<file path="config.mk">
export PLATFORM = sky130hd
export DESIGN_NAME = mem_stage_unit
export DESIGN_NICKNAME = d
export VERILOG_FILES = /design/src/rtl/mem_stage_unit_pkg.sv /design/src/rtl/mem_stage_unit_memwb_reg.sv /design/src/rtl/mem_stage_unit.sv
export SDC_FILE = /design/constraint.sdc
export NUM_CORES = 1
export LEC_CHECK = 0
export ABC_AREA = 1
export BUFFER_PORTS_ARGS = -buffer_cell sky130_fd_sc_hd__buf_2
export CORE_MARGIN = 5
export CORE_UTILIZATION = 40
export DETAILED_ROUTE_END_ITERATION = 10
export PLACE_DENSITY = 0.69
export REMOVE_ABC_BUFFERS = 1
export SYNTH_ARGS = -nofsm -noshare
export SYNTH_HDL_FRONTEND = slang
export SYNTH_SLANG_ARGS = --single-unit
</file>
<file path="constraint.sdc">
create_clock -name clk -period 1.6 [get_ports clk]
set_clock_uncertainty 0.15 [all_clocks]
set_input_delay 0.08 -clock clk [delete_from_list [all_inputs] [get_ports clk]]
set_output_delay 0.08 -clock clk [all_outputs]
set_load 0.01 [all_outputs]
</file>
<file path="src/rtl/mem_stage_unit_pkg.sv">
// mem_stage_unit_pkg: shared state encoding, alignment mask and default timeout for the MEM stage.
package mem_stage_unit_pkg;
  typedef enum logic {IDLE, BUSY} state_t;
  localparam logic [31:0] WORD_MASK = 32'h0000_0003;
  localparam int DEF_TIMEOUT = 16;
  function automatic logic misaligned(input logic [31:0] addr);
    return |(addr & WORD_MASK);
  endfunction
endpackage

</file>
<file path="src/rtl/mem_stage_unit_memwb_reg.sv">
// memwb_reg: MEM/WB pipeline register with load, bubble and hold.
module memwb_reg (
  input  logic        clk,
  input  logic        reset,
  input  logic        load,
  input  logic        bubble,
  input  logic        ld_data,
  input  logic        valid,
  input  logic        regwrite,
  input  logic        memtoreg,
  input  logic [31:0] alu,
  input  logic [4:0]  wreg,
  input  logic [31:0] rdata,
  output logic        valid_w,
  output logic        regwrite_w,
  output logic        memtoreg_w,
  output logic [31:0] rdata_w,
  output logic [31:0] alu_w,
  output logic [4:0]  wreg_w
);
  always_ff @(posedge clk) begin
    if (reset) begin
      valid_w    <= 1'b0;
      regwrite_w <= 1'b0;
      memtoreg_w <= 1'b0;
      rdata_w    <= '0;
      alu_w      <= '0;
      wreg_w     <= '0;
    end else if (load) begin
      valid_w    <= valid;
      regwrite_w <= regwrite & valid;
      memtoreg_w <= memtoreg;
      alu_w      <= alu;
      wreg_w     <= wreg;
      if (ld_data) rdata_w <= rdata;
    end else if (bubble) begin
      valid_w    <= 1'b0;
      regwrite_w <= 1'b0;
      memtoreg_w <= 1'b0;
    end
  end
endmodule

</file>
<file path="src/rtl/mem_stage_unit.sv">
// mem_stage_unit: MEM stage with req/ready data-memory handshake, timeout, branch resolve and MEM/WB drive.
module mem_stage_unit
  import mem_stage_unit_pkg::*;
#(
  parameter int TIMEOUT = DEF_TIMEOUT,
  parameter int CNT_W   = 5
) (
  input  logic        clk,
  input  logic        reset,
  input  logic        validM,
  input  logic [31:0] aluout,
  input  logic [31:0] WriteDataM,
  input  logic [4:0]  writereg,
  input  logic        zero_flagM,
  input  logic        branchM,
  input  logic        memreadM,
  input  logic        memwriteM,
  input  logic        regwriteM,
  input  logic        memtoregM,
  output logic        dmem_req,
  output logic        dmem_we,
  output logic [31:0] dmem_addr,
  output logic [31:0] dmem_wdata,
  input  logic [31:0] dmem_rdata,
  input  logic        dmem_ready,
  output logic        stallM,
  output logic        pcsrcM,
  output logic        bus_err,
  output logic        validW,
  output logic        RegWriteW,
  output logic        MemtoRegW,
  output logic [31:0] ReadDataW,
  output logic [31:0] ALUOutW,
  output logic [4:0]  WriteRegW
);
  state_t state;
  logic [CNT_W-1:0] cnt;
  logic idle, mem_op, mis, timeout;
  assign idle    = state == IDLE;
  assign mem_op  = validM & (memreadM | memwriteM);
  assign mis     = misaligned(aluout);
  assign timeout = ~idle & ~dmem_ready & (cnt == CNT_W'(TIMEOUT));
  assign pcsrcM  = idle & validM & branchM & zero_flagM;
  // Releasing the stall on timeout lets EX/MEM advance, dropping the aborted instruction.
  assign stallM  = idle ? mem_op & ~mis : ~dmem_ready & ~timeout;
  always_ff @(posedge clk) begin
    if (reset) begin
      state      <= IDLE;
      cnt        <= '0;
      dmem_req   <= 1'b0;
      dmem_we    <= 1'b0;
      dmem_addr  <= '0;
      dmem_wdata <= '0;
      bus_err    <= 1'b0;
    end else begin
      bus_err <= (idle & mem_op & mis) | timeout;
      if (idle) begin
        if (mem_op & ~mis) begin
          state      <= BUSY;
          cnt        <= CNT_W'(1);
          dmem_req   <= 1'b1;
          dmem_we    <= memwriteM;
          dmem_addr  <= aluout;
          dmem_wdata <= WriteDataM;
        end
      end else if (dmem_ready | timeout) begin
        state    <= IDLE;
        dmem_req <= 1'b0;
      end else begin
        cnt <= cnt + CNT_W'(1);
      end
    end
  end
  memwb_reg u_memwb (
    .clk        (clk),
    .reset      (reset),
    .load       (idle ? ~mem_op : dmem_ready),
    .bubble     (idle ? mem_op : timeout),
    .ld_data    (~idle & memreadM),
    .valid      (validM),
    .regwrite   (regwriteM),
    .memtoreg   (memtoregM),
    .alu        (aluout),
    .wreg       (writereg),
    .rdata      (dmem_rdata),
    .valid_w    (validW),
    .regwrite_w (RegWriteW),
    .memtoreg_w (MemtoRegW),
    .rdata_w    (ReadDataW),
    .alu_w      (ALUOutW),
    .wreg_w     (WriteRegW)
  );
endmodule
</file>
## After elaboration in Yosys (flattened, before gate mapping)

Cells that the tools add are included.

| storage, ports and cells | value |
|---|---|
| output and inout port bits | 141 |
| input bits | 111 |
| bits in registers | 145 |
| logic and storage cells | 60 |

| cells by class | value |
|---|---|
| add/subtract/negate cells | 1 |
| equality and inequality tests | 3 |
| reductions and logical operators | 7 |
| multiplexer cells | 16 |
| bitwise gates (word level) | 20 |

Operator list:

| cell | number |
|---|---|
| $mux 5 | 3 |
| $mux 1 | 13 |
| $and 1x1->1 | 12 |
| $reduce_and 2->1 | 4 |
| $add 5x1->5 const B | 1 |
| $eq 5x5->1 const B | 1 |
| $not 1->1 | 5 |
| $reduce_bool 2->1 | 2 |
| $or 1x1->1 | 3 |
| $ne 2x1->1 const B | 1 |
| $ne 2x2->1 const B | 1 |
| $reduce_or 2->1 | 1 |

## Logic depth before layout (Yosys ltp)

Gate-level depths: netlist (run 1).

| logic depth | value |
|---|---|
| depth in word-level cells | 6 |
| mapped depth | 10 |
| depth with buffers taken out | 10 |

## Hierarchy

Synthesis (run 1) repeated with hierarchy kept, for this count alone.

| unflattened totals | value |
|---|---|
| cell total of the unflattened synthesis | 675 |
| area, all modules | 5417.7 µm² |

By module, submodules not included:

| module | times used | cells each | area an instance (µm²) |
|---|---|---|---|
| mem_stage_unit | 1 | 358 | 2862.7 |
| memwb_reg | 1 | 317 | 2555.0 |

## Worst setup path before layout (run 1)

OpenSTA, ideal clock, no wires.

| timing | value |
|---|---|
| path kind | register to register |
| from | register cnt[0] |
| to | register cnt[0] |
| buffers on the path | 0 |
| arrival | 1220 ps |
| slack | 119 ps |
| clock period less this slack | 1481 ps |
| cell stages (with the launch flop) | 11 |
| library setup time | 111 ps |
| cell sequence | dfxtp_1 -> inv_1 -> ha_1 -> inv_1 -> nor2_1 -> nand2_1 -> nand2_1 -> nand2_2 -> inv_2 -> nor2_1 -> nor2_1 |

| between the ends | value |
|---|---|
| word-level cells in the longest chain between the ends | 5 |
| elaborated cells between the ends (all ways) | 8 |
| classes of those cells | add/sub (1); eq/ne (2); mux (2); bitwise (2); reduce/logical (1) |

Ends and longest elaborated chain:

| element | line | source |
|---|---|---|
| start: declaration | mem_stage_unit.sv:37 | `logic [CNT_W-1:0] cnt;` |
| start signal: assignment | mem_stage_unit.sv:70 | `cnt <= cnt + CNT_W'(1);` |
| $eq 5x5->1 | mem_stage_unit.sv:42 | `assign timeout = ~idle & ~dmem_ready & (cnt == CNT_W'(TIMEOUT));` |
| $and 1x1->1 | mem_stage_unit.sv:42 |  |
| $or 1x1->1 | mem_stage_unit.sv:66 | `end else if (dmem_ready \| timeout) begin` |
| $ne 2x2->1 (no source line) | - |  |
| $reduce_and 2->1 (no source line) | - |  |

Parallel ways exist; a longest one is shown, timed or not. The select of a mux whose other input is x is not followed.
A chain may end at the register's enable or synchronous reset.

## Final worst setup path (run 1)

| timing | value |
|---|---|
| from | register cnt[1] |
| to | output port stallM |

| between the ends | value |
|---|---|
| word-level cells in the longest chain between the ends | 5 |

Ends and longest elaborated chain:

| element | line | source |
|---|---|---|
| $eq 5x5->1 | mem_stage_unit.sv:42 |  |
| $and 1x1->1 | mem_stage_unit.sv:42 |  |
| $not 1->1 | mem_stage_unit.sv:45 | `assign stallM = idle ? mem_op & ~mis : ~dmem_ready & ~timeout;` |
| $and 1x1->1 | mem_stage_unit.sv:45 |  |
| $mux 1 | mem_stage_unit.sv:45 |  |
| end: declaration | mem_stage_unit.sv:26 | `output logic stallM,` |

Every way passes these cells.

==> summary.md, run 1 <==
| Metric | Value |
|---|---|
| Worst setup SP type | flop |
| Slowest CP cell | dfxtp_2 |
| Die H | 126.3 microns |
| TritonCTS Buffers | 17 |
| Failing checks | negative setup slack |
| Yosys cell types | 25 |
| Pre-CTS setup slack | 0.05920 ns |
| CP Class | reg -> out |
| Max Slew Vio Count | 0 |
| Congestion Overflow GR | 0 |
| Maxcap violations | 0 |
| Synthesized instance count | 676 |
| Worst-Margin Slew | 0.4387 ns |
| CTS H-Tree Depth | 4 |
| Static Leak | 4.003 nW |
| Via density per instance | 4.872 |
| Crit path arrival time | 1.43 ns |
| Inserted Diodes | 0 |
| Fmax | 601.2 MHz |
| CP Cell Sequence | inv_2, ha_4, inv_2, nor2_4, nand2_2, nand2_2, nand2_2, buf_6 |
| Per-cell routed wire length | 15.19 microns |
| Crit-path most repeated cell | nand2_2 |
| Largest net degree at the start of global routing | 71 |
| Average footprint of a synthesized cell | 8.001 sq um |
| CTS max path bufs | 2 |
| Class of the worst hold path | in -> reg |
| Final wirelength | 18.57 mm |
| Area of the multi-input gates | 2069 sq um |
| Initial antenna violation count | 0 |
| GP Congestion | 0.7830 |
| Fin crit period | 1.663 ns |
| Die width | 126.3 microns |
| First-pass GRT wire length | 29.42 mm |
| Crit path required time | 1.37 ns |
| Worst setup margin | -0.06336 ns |
| Slowest stage delay, CP | 0.32 ns |
| Synth Register Bits | 145 |
| Cell Area, Synth | 5409 sq um |
| GRT Overall Usage | 22.58% |
| IO Pins | 252 |
| Synth top area cells | dfxtp_1, a21oi_1, nand3_1 |
| Initial Util | 40.84% |
| Detail Placement HPWL | 11.10 mm |
| Fraction of registers with async set/reset | 0% |
| DRC Markers | 0 |
| Sequential element share of the synthesized area | 53.67% |
| Die Footprint | 15950 sq um |
| Final count of negative-setup-slack endpoints | 4 |
| Final period util | 104.0% |
| Slew headroom | 70.75% |
| 1st-iter DRT viols | 346 |
| 1st-pass router iterations | 6 |
| CP Capture Type | output pin |
| Unrepaired setup endpoints after global routing | yes |
| Status | finished, violations left |
| TNS Setup | -0.1218 ns |
| Top-count cell post-synth | dfxtp_1 |
| Clk root buf | clkbuf_16 |
| Clk_lat worst skew | 0.42 ns |
| Synth top cells by count | dfxtp_1, a21oi_1, nand2_1, nand3_1, nor2_1 |
| Synth Warn # | 0 |
| Number of global-route vias before repair | 5748 |
| Remaining antenna violation count after routing | 0 |
| Layout cell share with drive strength beyond 1 | 33.05% |
| CTS tree | done |
| Placed Instances | 1070 |
| Syn-to-layout area delta | 60.21% |
| Peak supply drop | 0.6195 mV |
| Ys flop type | dfxtp_1 |
| Clk sink count | 145 |
| Vias | 5958 |
| Core area | 13240 sq um |
| Endpoints failing hold | 0 |
| Final Non-Filler Cells | 1223 |
| Fillcell total | 1090 |
| Count of input and output buffers | 251 |
| Post-synth top area cell | dfxtp_1 |
| Crit path max fanout | 2 |
| Sequential cell area | 2907 sq um |
| # rows | 42 |
| EDFF count, synth | 0 |
| Pwr Density | 1028 nW/um^2 |
| Nets@finish | 1148 |
| Clk slew on worst S/H paths | 0.06 ns |
| Area share of the largest cell type after synthesis | 53.67% |
-- area by class of cell --
class / instances / area share, %
Clock inverter: 7 / 1.271
Sequential cell: 145 / 33.54
Multi-Input combinational cell: 429 / 23.88
Timing Repair Buffer: 391 / 31.30
Tap cell: 176 / 2.541
Inverter: 51 / 2.252
Clock buffer: 24 / 5.212
-- power by group --
part           internal (W)  leakage (nW)  switching [W]
clock network       0.00243         0.276        0.00143
registers           0.00377          1.18      0.0000811
logic              0.000583          2.54       0.000617
-- per-stage QoR --
step                      instance area [sq um]  power (W)  hold slack, ns  util [%]
final                                      8666   0.008907       0.0005940     65.44
after global routing                       8666   0.009271         0.01966     65.44
after CTS                                  8645   0.008941        0.003993     65.28
after detailed placement                   6833   0.004836          0.1757     51.60
after global placement                     6833   0.004829          0.1667     51.60
after floorplan                            5121   0.004320      -0.0009342         -
-- path summary, 6_finish.rpt --
kind | from | endpoint | slack [ns] | cells past startpoint
max reg2reg | cnt[1]$_SDFFE_PP0P_ | u_memwb.memtoreg_w$_SDFFE_PP0P_ | -0.02 | 11
max | cnt[1]$_SDFFE_PP0P_ | stallM | -0.06 | 8
min | reset | state$_SDFF_PP0_ | 0.0006 | 3
min reg2reg | u_memwb.rdata_w[17]$_SDFFE_PP0P_ | u_memwb.rdata_w[17]$_SDFFE_PP0P_ | 0.29 | 2
-- flip-flops by register name, summed over array words and instances, names as in the netlist --
name                cells
cnt                     5
u_memwb.valid_w         1
dmem_addr              32
u_memwb.regwrite_w      1
bus_err                 1
u_memwb.memtoreg_w      1
u_memwb.wreg_w          5
dmem_we                 1
dmem_req                1
u_memwb.rdata_w        32
u_memwb.alu_w          32
state                   1
dmem_wdata             32
-- logic make-up (layout without fill, tap and decap cells) --
kind of cell	count (synthesis)	after routing	share of synthesized area (%)
buf+inv	102	473	8.929
simple gates	255	255	20.96
compound gates	171	171	15.82
fa+ha+maj	2	2	0.4626
xor+xnor	1	1	0.1620
flops	145	145	53.67
-- placed cells by master (no fill, tap or decap), types with 32 or more instances in the layout --
| cell | netlist | routed |
|---|---|---|
| a21oi_1 | 101 | 100 |
| dlygate4sd3_1 | 0 | 106 |
| nand2_1 | 80 | 78 |
| buf_2 | 11 | 250 |
| nand3_1 | 77 | 75 |
| inv_1 | 45 | 42 |
| nor2_1 | 75 | 74 |
| o21ai_1 | 30 | 32 |
| o21ai_0 | 40 | 38 |
| dfxtp_1 | 145 | 142 |
-- metal layers --
metal | GRT usage [%] | part of all wire [%]
met2 | 37.03 | 46
met1 | 26.97 | 41
met5 | 0 | 0
met3 | 8.975 | 11
met4 | 7.823 | 1.9
-- critical path, delay by kind of cell, from the launching register on --
family                   cells  cell delay (ns)
adder cells (fa/ha/maj)      1             0.13
buffers and inverters        3             0.24
flip-flops                   1             0.32
AND/OR/NAND/NOR              4             0.33
-- repair_timing --
| action | in CTS | in global routing |
|---|---|---|
| endpoints found under the hold margin | 137 | 0 |
| gates resized for setup | 22 | 8 |
| setup buffers | 16 | 2 |
| setup endpoints to repair | 1 | 7 |
| gates cloned | 0 | 0 |
| pin swaps | 5 | 4 |
| hold buffers | 106 | 0 |
Power figures use the tool's default switching activity.
==> run 2: changes to the inputs <==
clock period = 1.7 ns   (was 1.6 ns; I/O delays follow)
==> run 2 against run 1 <==
  * The run still ends with negative setup slack left
  * Hold slack better by 0.032 ns
  * Sequential power is 6.0% lower
  * Power is 1.9% lower
  * Largest power group unchanged
  * Sequential cell count is the same
  * Final area decreased by 0.22%
  * Utilization fell by 0.14 points
  * Highest routed layer unchanged
  * Combinational power fell by 7%
  * Die area stayed put
  * Clock power grew 3%
  * Count of clock-buffer cells in the layout is 1 lower
  * Critical path depth up 3
  * Critical endpoint is now dmem_req$_SDFFE_PP0P_
==> summary.md, run 2 (synthesis results as in run 1) <==
| Metric | Value |
|---|---|
| Placed Instances | 1069 (was 1070) |
| Final count of negative-setup-slack endpoints | 2 (was 4) |
| GRT Overall Usage | 22.67% (was 22.58%) |
| Sequential cell area | 2907 sq um (unchanged) |
| Worst-Margin Slew | 0.5019 ns (was 0.4387 ns) |
| Worst r2r src | cnt[0]$_SDFFE_PP0P_ (was cnt[1]$_SDFFE_PP0P_) |
| Initial antenna violation count | 0 (unchanged) |
| Pwr Density | 1010 nW/um^2 (was 1028 nW/um^2) |
| Slowest CP cell | dfxtp_2 (unchanged) |
| First-pass GRT wire length | 29.55 mm (was 29.42 mm) |
| CP Capture Type | flop (was output pin) |
| Clk root buf | clkbuf_16 (unchanged) |
| Die width | 126.3 microns (unchanged) |
| Slowest stage delay, CP | 0.32 ns (about the same) |
| Final period util | 100.2% |
| Status | finished, violations left (unchanged) |
| CTS max path bufs | 2 (unchanged) |
| Nets@finish | 1143 (was 1148) |
| Die Footprint | 15950 sq um (unchanged) |
| # rows | 42 (unchanged) |
| Crit path max-delay family | buffers and inverters (was simple AND/OR/NAND/NOR gates) |
| Congestion Overflow GR | 0 (unchanged) |
| Initial Util | 40.84% (unchanged) |
| Crit path arrival time | 1.86 ns (was 1.43 ns) |
| Detail Placement HPWL | 11.30 mm (was 11.10 mm) |
| Post-layout util | 65.30% (was 65.44%) |
| Clk_lat worst skew | 0.41 ns (was 0.42 ns) |
| Failing checks | negative setup slack (unchanged) |
| Most common cell after layout, fill and taps aside | buf_2 (unchanged) |
| Fillcell total | 1069 (was 1090) |
| Remaining antenna violation count after routing | 0 (unchanged) |
| Class of the worst hold path | in -> reg (unchanged) |
| 1st-iter DRT viols | 271 (was 346) |
| 1st-pass router iterations | 5 (was 6) |
| TritonCTS Buffers | 17 (unchanged) |
| Syn-to-layout area delta | 59.87% (was 60.21%) |
| Placed Instance Area | 6800 sq um (was 6833 sq um) |
| CP startpoint | cnt[0]$_SDFFE_PP0P_ (was cnt[1]$_SDFFE_PP0P_) |
| Final Cell Area | 8647 sq um (was 8666 sq um) |
| Vias | 5972 (was 5958) |
| Peak supply drop | 0.7116 mV (was 0.6195 mV) |
| Worst setup margin | -0.004125 ns (was -0.06336 ns) |
| CTS tree | done (unchanged) |
| Crit path max fanout | 2 (unchanged) |
| Unrepaired setup endpoints after global routing | yes (unchanged) |
| Crit path required time | 1.85 ns (was 1.37 ns) |
| Crit-path most repeated cell | buf_4 (was nand2_2) |
| GP Congestion | 0.7765 (was 0.7830) |
| DRC Markers | 0 (unchanged) |
| CP Cell Sequence | inv_2, ha_4, inv_2, nor2_4, buf_6, buf_4, buf_4, buf_4, buf_4, nand3_2, and3_1 (was inv_2, ha_4, inv_2, nor2_4, nand2_2, nand2_2, nand2_2, buf_6) |
| Fin crit period | 1.704 ns |
| Worst setup SP type | flop (unchanged) |
| Clk sink count | 145 (unchanged) |
| Endpoints failing hold | 0 (unchanged) |
| Clk slew on worst S/H paths | 0.06 ns (about the same) |
| Per-cell routed wire length | 15.17 microns (was 15.19 microns) |
| Count of input and output buffers | 251 (unchanged) |
| Fmax | 586.8 MHz |
| Via density per instance | 4.899 (was 4.872) |
| Layout cell share with drive strength beyond 1 | 33.17% (was 33.05%) |
| IO Pins | 252 (unchanged) |
| Static Leak | 3.994 nW (was 4.003 nW) |
| Final Non-Filler Cells | 1219 (was 1223) |
| CP Class | reg -> reg (was reg -> out) |
| Maxcap violations | 0 (unchanged) |
| Number of global-route vias before repair | 5878 (was 5748) |
| Die H | 126.3 microns (unchanged) |
| Slew headroom | 66.54% (was 70.75%) |
| Largest net degree at the start of global routing | 71 (unchanged) |
| CTS H-Tree Depth | 4 (unchanged) |
| Final wirelength | 18.50 mm (was 18.57 mm) |
| Area of the multi-input gates | 2064 sq um (was 2069 sq um) |
| Max Slew Vio Count | 0 (unchanged) |
| Critical path buffers and inverters | 7 (was 3) |
| Core area | 13240 sq um (unchanged) |
| Inserted Diodes | 0 (unchanged) |
| Hold Crit Start | reset (unchanged) |
| Commonest non-fill, non-tap cells in the layout | buf_2, dfxtp_1, dlygate4sd3_1, a21oi_1, nand2_1 (unchanged) |
==> run 2: metrics by stage <==
stage | setup WS, ns | hold slack [ns] | TNS, ns | total power (W)
after floorplan | -0.9079 | 0.004066 | -58.07 | 0.004066
after global placement | 0.1668 | 0.1696 | 0 | 0.004537
after detailed placement | 0.1191 | 0.1911 | 0 | 0.004545
after CTS | -0.02606 | 0.007979 | -0.06690 | 0.008762
after global routing | -0.06243 | 0.04074 | -0.2541 | 0.009080
final | -0.004125 | 0.03224 | -0.006644 | 0.008734
==> run 2: worst register-to-register path, stage by stage (launching register included) <==
cell,delay (ns)
dfxtp_2,0.32
inv_2,0.07
ha_4,0.13
inv_2,0.04
nor2_4,0.12
buf_6,0.12
buf_4,0.10
buf_4,0.09
buf_4,0.09
buf_4,0.10
nand3_2,0.11
and3_1,0.17
==> run 2: final timing paths <==
kind | to | slack (ns) | cells after the start
max | dmem_req$_SDFFE_PP0P_ | -0.004 | 11
min | cnt[1]$_SDFFE_PP0P_ | 0.03 | 5
max reg2reg | dmem_req$_SDFFE_PP0P_ | -0.004 | 11
min reg2reg | u_memwb.rdata_w[11]$_SDFFE_PP0P_ | 0.29 | 2
==> run 2: area by class of cell <==
cell class	count	area share (%)
clock inverters	9	1.765
inverters	51	2.257
flip-flops and latches	145	33.61
well taps	176	2.547
clock buffers	23	5.643
multi-input cells	429	23.87
repair buffers	386	30.30
==> run 2: power breakdown <==
part           internal [W]  total (W)  switching (W)
logic              0.000541    0.00112       0.000581
clock network       0.00261    0.00399        0.00138
registers           0.00354    0.00362      0.0000780
total               0.00670    0.00873        0.00204
==> run 2: routing by layer <==
layer  GRT usage (%)  share of wire, %
met3           9.314                10
met2           37.68                47
met5               0                 0
met1           25.95                40
met4           9.022               2.6
==> run 2: timing repair <==
item,4_1_cts,5_1_grt
hold buffers,106,0
buffers inserted,12,0
resized for setup,5,12
pin swaps,1,2
endpoints found under the setup margin,1,26
hold endpoints to repair,137,0
==> run 3: changes to the inputs <==
CORE_MARGIN = unset   (was 5)
==> run 3 against run 2 <==
  * The flow now finishes without violations
  * First-iteration DRC count grew 1.5%
  * Fmax increased by 1.5%
  * Largest cell class unchanged
  * Global-route usage rose by 2.3 points
==> summary.md, run 3 (synthesis results as in run 1) <==
| Metric | Value |
|---|---|
| Cell-internal power | 0.006564 W (was 0.006695 W) |
| Worst setup SP type | flop (unchanged) |
| Placed Instance Area | 6855 sq um (was 6800 sq um) |
| Clock network power share | 45.1% (was 45.7%) |
| CP Class | reg -> reg (unchanged) |
| Count of input and output buffers | 251 (unchanged) |
| Crit-path most repeated cell | buf_4 (unchanged) |
| Layout cell share with drive strength beyond 1 | 33.05% (was 33.17%) |
| Largest net degree at the start of global routing | 71 (unchanged) |
| CTS max path bufs | 2 (unchanged) |
| Per-cell routed wire length | 14.21 microns (was 15.17 microns) |
| Congestion Overflow GR | 0 (unchanged) |
| Unrepaired setup endpoints after global routing | yes (unchanged) |
| 1st-iter DRT viols | 275 (was 271) |
| Number of global-route vias before repair | 5739 (was 5878) |
| Area of the multi-input gates | 2074 sq um (was 2064 sq um) |
| Switching share of total power | 23.84% (was 23.34%) |
| Worst Setup EP | u_memwb.regwrite_w$_SDFFE_PP0P_ (was dmem_req$_SDFFE_PP0P_) |
| # rows | 42 (unchanged) |
| Pre-CTS setup slack | 0.1350 ns (was 0.1191 ns) |
| Sw power | 0.002054 W (was 0.002039 W) |
| Crit path required time | 1.85 ns (about the same) |
| DRC Markers | 0 (unchanged) |
| Via density per instance | 4.851 (was 4.899) |
| Worst setup margin | 0.02115 ns (was -0.004125 ns) |
| Vias | 5918 (was 5972) |
| CP Capture Type | flop (unchanged) |
| Status | finished clean (was finished, violations left) |
| IO Pins | 252 (unchanged) |
| Die H | 118.3 microns (was 126.3 microns) |
| GRT Overall Usage | 24.95% (was 22.67%) |
| CP Cell Sequence | inv_2, ha_4, inv_2, nor2_4, nand2_2, buf_4, buf_4, buf_4, buf_4, nand3_1, a21oi_2 (was inv_2, ha_4, inv_2, nor2_4, buf_6, buf_4, buf_4, buf_4, buf_4, nand3_2, and3_1) |
| Most common cell after layout, fill and taps aside | buf_2 (unchanged) |
| TritonCTS Buffers | 17 (unchanged) |
| Power Total | 0.008618 W (was 0.008734 W) |
| Syn-to-layout area delta | 60.21% (was 59.87%) |
| 1st-pass router iterations | 7 (was 5) |
| First-pass GRT wire length | 27.90 mm (was 29.55 mm) |
| Setup slack, reg-to-reg | 0.02 ns (was -0.004 ns) |
| Clk root buf | clkbuf_16 (unchanged) |
| Static Leak | 3.988 nW (was 3.994 nW) |
| Crit path arrival time | 1.82 ns (was 1.86 ns) |
| Clk slew on worst S/H paths | 0.06 ns (about the same) |
| FF-to-FF End | u_memwb.regwrite_w$_SDFFE_PP0P_ (was dmem_req$_SDFFE_PP0P_) |
| Class of the worst hold path | in -> reg (unchanged) |
| CP startpoint | cnt[1]$_SDFFE_PP0P_ (was cnt[0]$_SDFFE_PP0P_) |
| Crit path max-delay family | buffers and inverters (unchanged) |
| Worst r2r src | cnt[1]$_SDFFE_PP0P_ (was cnt[0]$_SDFFE_PP0P_) |
| Maxcap violations | 0 (unchanged) |
| Clk_lat worst skew | 0.42 ns (was 0.41 ns) |
| Worst-Margin Slew | 0.4465 ns (was 0.5019 ns) |
| CTS tree | done (unchanged) |
| Commonest non-fill, non-tap cells in the layout | buf_2, dfxtp_1, dlygate4sd3_1, a21oi_1, nand2_1 (unchanged) |
| Final count of negative-setup-slack endpoints | 0 (was 2) |
| Remaining antenna violation count after routing | 0 (unchanged) |
| Peak supply drop | 0.6669 mV (was 0.7116 mV) |
| GP Congestion | 0.7999 (was 0.7765) |
| Slowest CP cell | dfxtp_2 (unchanged) |
| Crit. path cell count | 11 (unchanged) |
| Final wirelength | 17.34 mm (was 18.50 mm) |
| Endpoints failing hold | 0 (unchanged) |
| Slowest stage delay, CP | 0.32 ns (about the same) |
| Core area | 13190 sq um (was 13240 sq um) |
| Final Cell Area | 8666 sq um (was 8647 sq um) |
| Clk sink count | 145 (unchanged) |
| Slew headroom | 70.19% (was 66.54%) |
| Fillcell total | 1060 (was 1069) |
| Fmax | 595.6 MHz (was 586.8 MHz) |
| Crit path max fanout | 3 (was 2) |
| Die width | 118.3 microns (was 126.3 microns) |
| Fin crit period | 1.679 ns (was 1.704 ns) |
| CTS H-Tree Depth | 4 (unchanged) |
| Detail Placement HPWL | 10.35 mm (was 11.30 mm) |
| Final period util | 98.76% (was 100.2%) |
| Sequential power share | 42.0% (was 41.5%) |
| Pwr Density | 994.5 nW/um^2 (was 1010 nW/um^2) |
| Critical path buffers and inverters | 6 (was 7) |
| Initial Util | 41.01% (was 40.84%) |
| Initial antenna violation count | 0 (unchanged) |
| Die Footprint | 13990 sq um (was 15950 sq um) |
| Sequential cell area | 2907 sq um (unchanged) |
| Nets@finish | 1145 (was 1143) |
| Max Slew Vio Count | 0 (unchanged) |
| Inserted Diodes | 0 (unchanged) |
| Worst r2r path cells | 11 (unchanged) |
| Part of the power in combinational logic | 12.9% (was 12.8%) |
run 3: layout make-up:
class | count | share of cell area (%)
Sequential cell | 145 | 33.54
Inverter | 51 | 2.252
Timing Repair Buffer | 388 | 30.68
Clock inverter | 10 | 1.848
Clock buffer | 21 | 5.198
Tap cell | 176 | 2.541
Multi-Input combinational cell | 429 | 23.94
run 3: through the flow:
stage,std cells,TNS (ns),hold WS [ns],util (%)
after floorplan,625,-58.07,0.004066,-
after global placement,1073,0,0.1717,51.97
after detailed placement,1073,0,0.1919,51.97
after CTS,1217,0,0.01663,65.26
after global routing,1220,-0.1484,0.03737,65.70
final,1220,0,0.01124,65.70
run 3: worst min-delay path by stage:
stage / startpoint / end / cells after the start
after floorplan: reset / bus_err$_SDFF_PP0_ / 1
after global placement: writereg[2] / u_memwb.wreg_w[2]$_SDFFE_PP0P_ / 3
after detailed placement: writereg[1] / u_memwb.wreg_w[1]$_SDFFE_PP0P_ / 3
after CTS: reset / dmem_addr[3]$_SDFFE_PP0P_ / 3
after global routing: reset / dmem_addr[6]$_SDFFE_PP0P_ / 3
final: reset / dmem_addr[29]$_SDFFE_PP0P_ / 3
run 3: worst reg2reg max path: stages (launching register included):
cell,delay (ns)
dfxtp_2,0.32
inv_2,0.07
ha_4,0.13
inv_2,0.04
nor2_4,0.11
nand2_2,0.09
buf_4,0.14
buf_4,0.12
buf_4,0.12
buf_4,0.13
nand3_1,0.08
a21oi_2,0.06
run 3: metal layers:
metal | part of all wire, % | vias to the layer above | GRT usage, %
li1 | - | 2929 | -
met1 | 42 | 2702 | 29.40
met2 | 48 | 263 | 42.46
met3 | 8.4 | 24 | 7.481
met4 | 1.9 | 0 | 9.535
met5 | 0 | - | 0
run 3: timing repair:
item / CTS / global route
endpoints found under the hold margin: 137 / 0
resized for setup: 7 / 11
hold buffers: 107 / 0
pin swaps: 2 / 3
setup endpoints to repair: 1 / 4
buffers inserted: 6 / 3
run 3: power by group through the flow:
stage               clock network [W]  registers, W  logic (W)
floorplan                           0       0.00375   0.000312
global placement                    0       0.00368   0.000860
detailed placement                  0       0.00369   0.000863
CTS                           0.00395       0.00362    0.00107
global route                  0.00410       0.00363    0.00121
finish                        0.00389       0.00362    0.00111
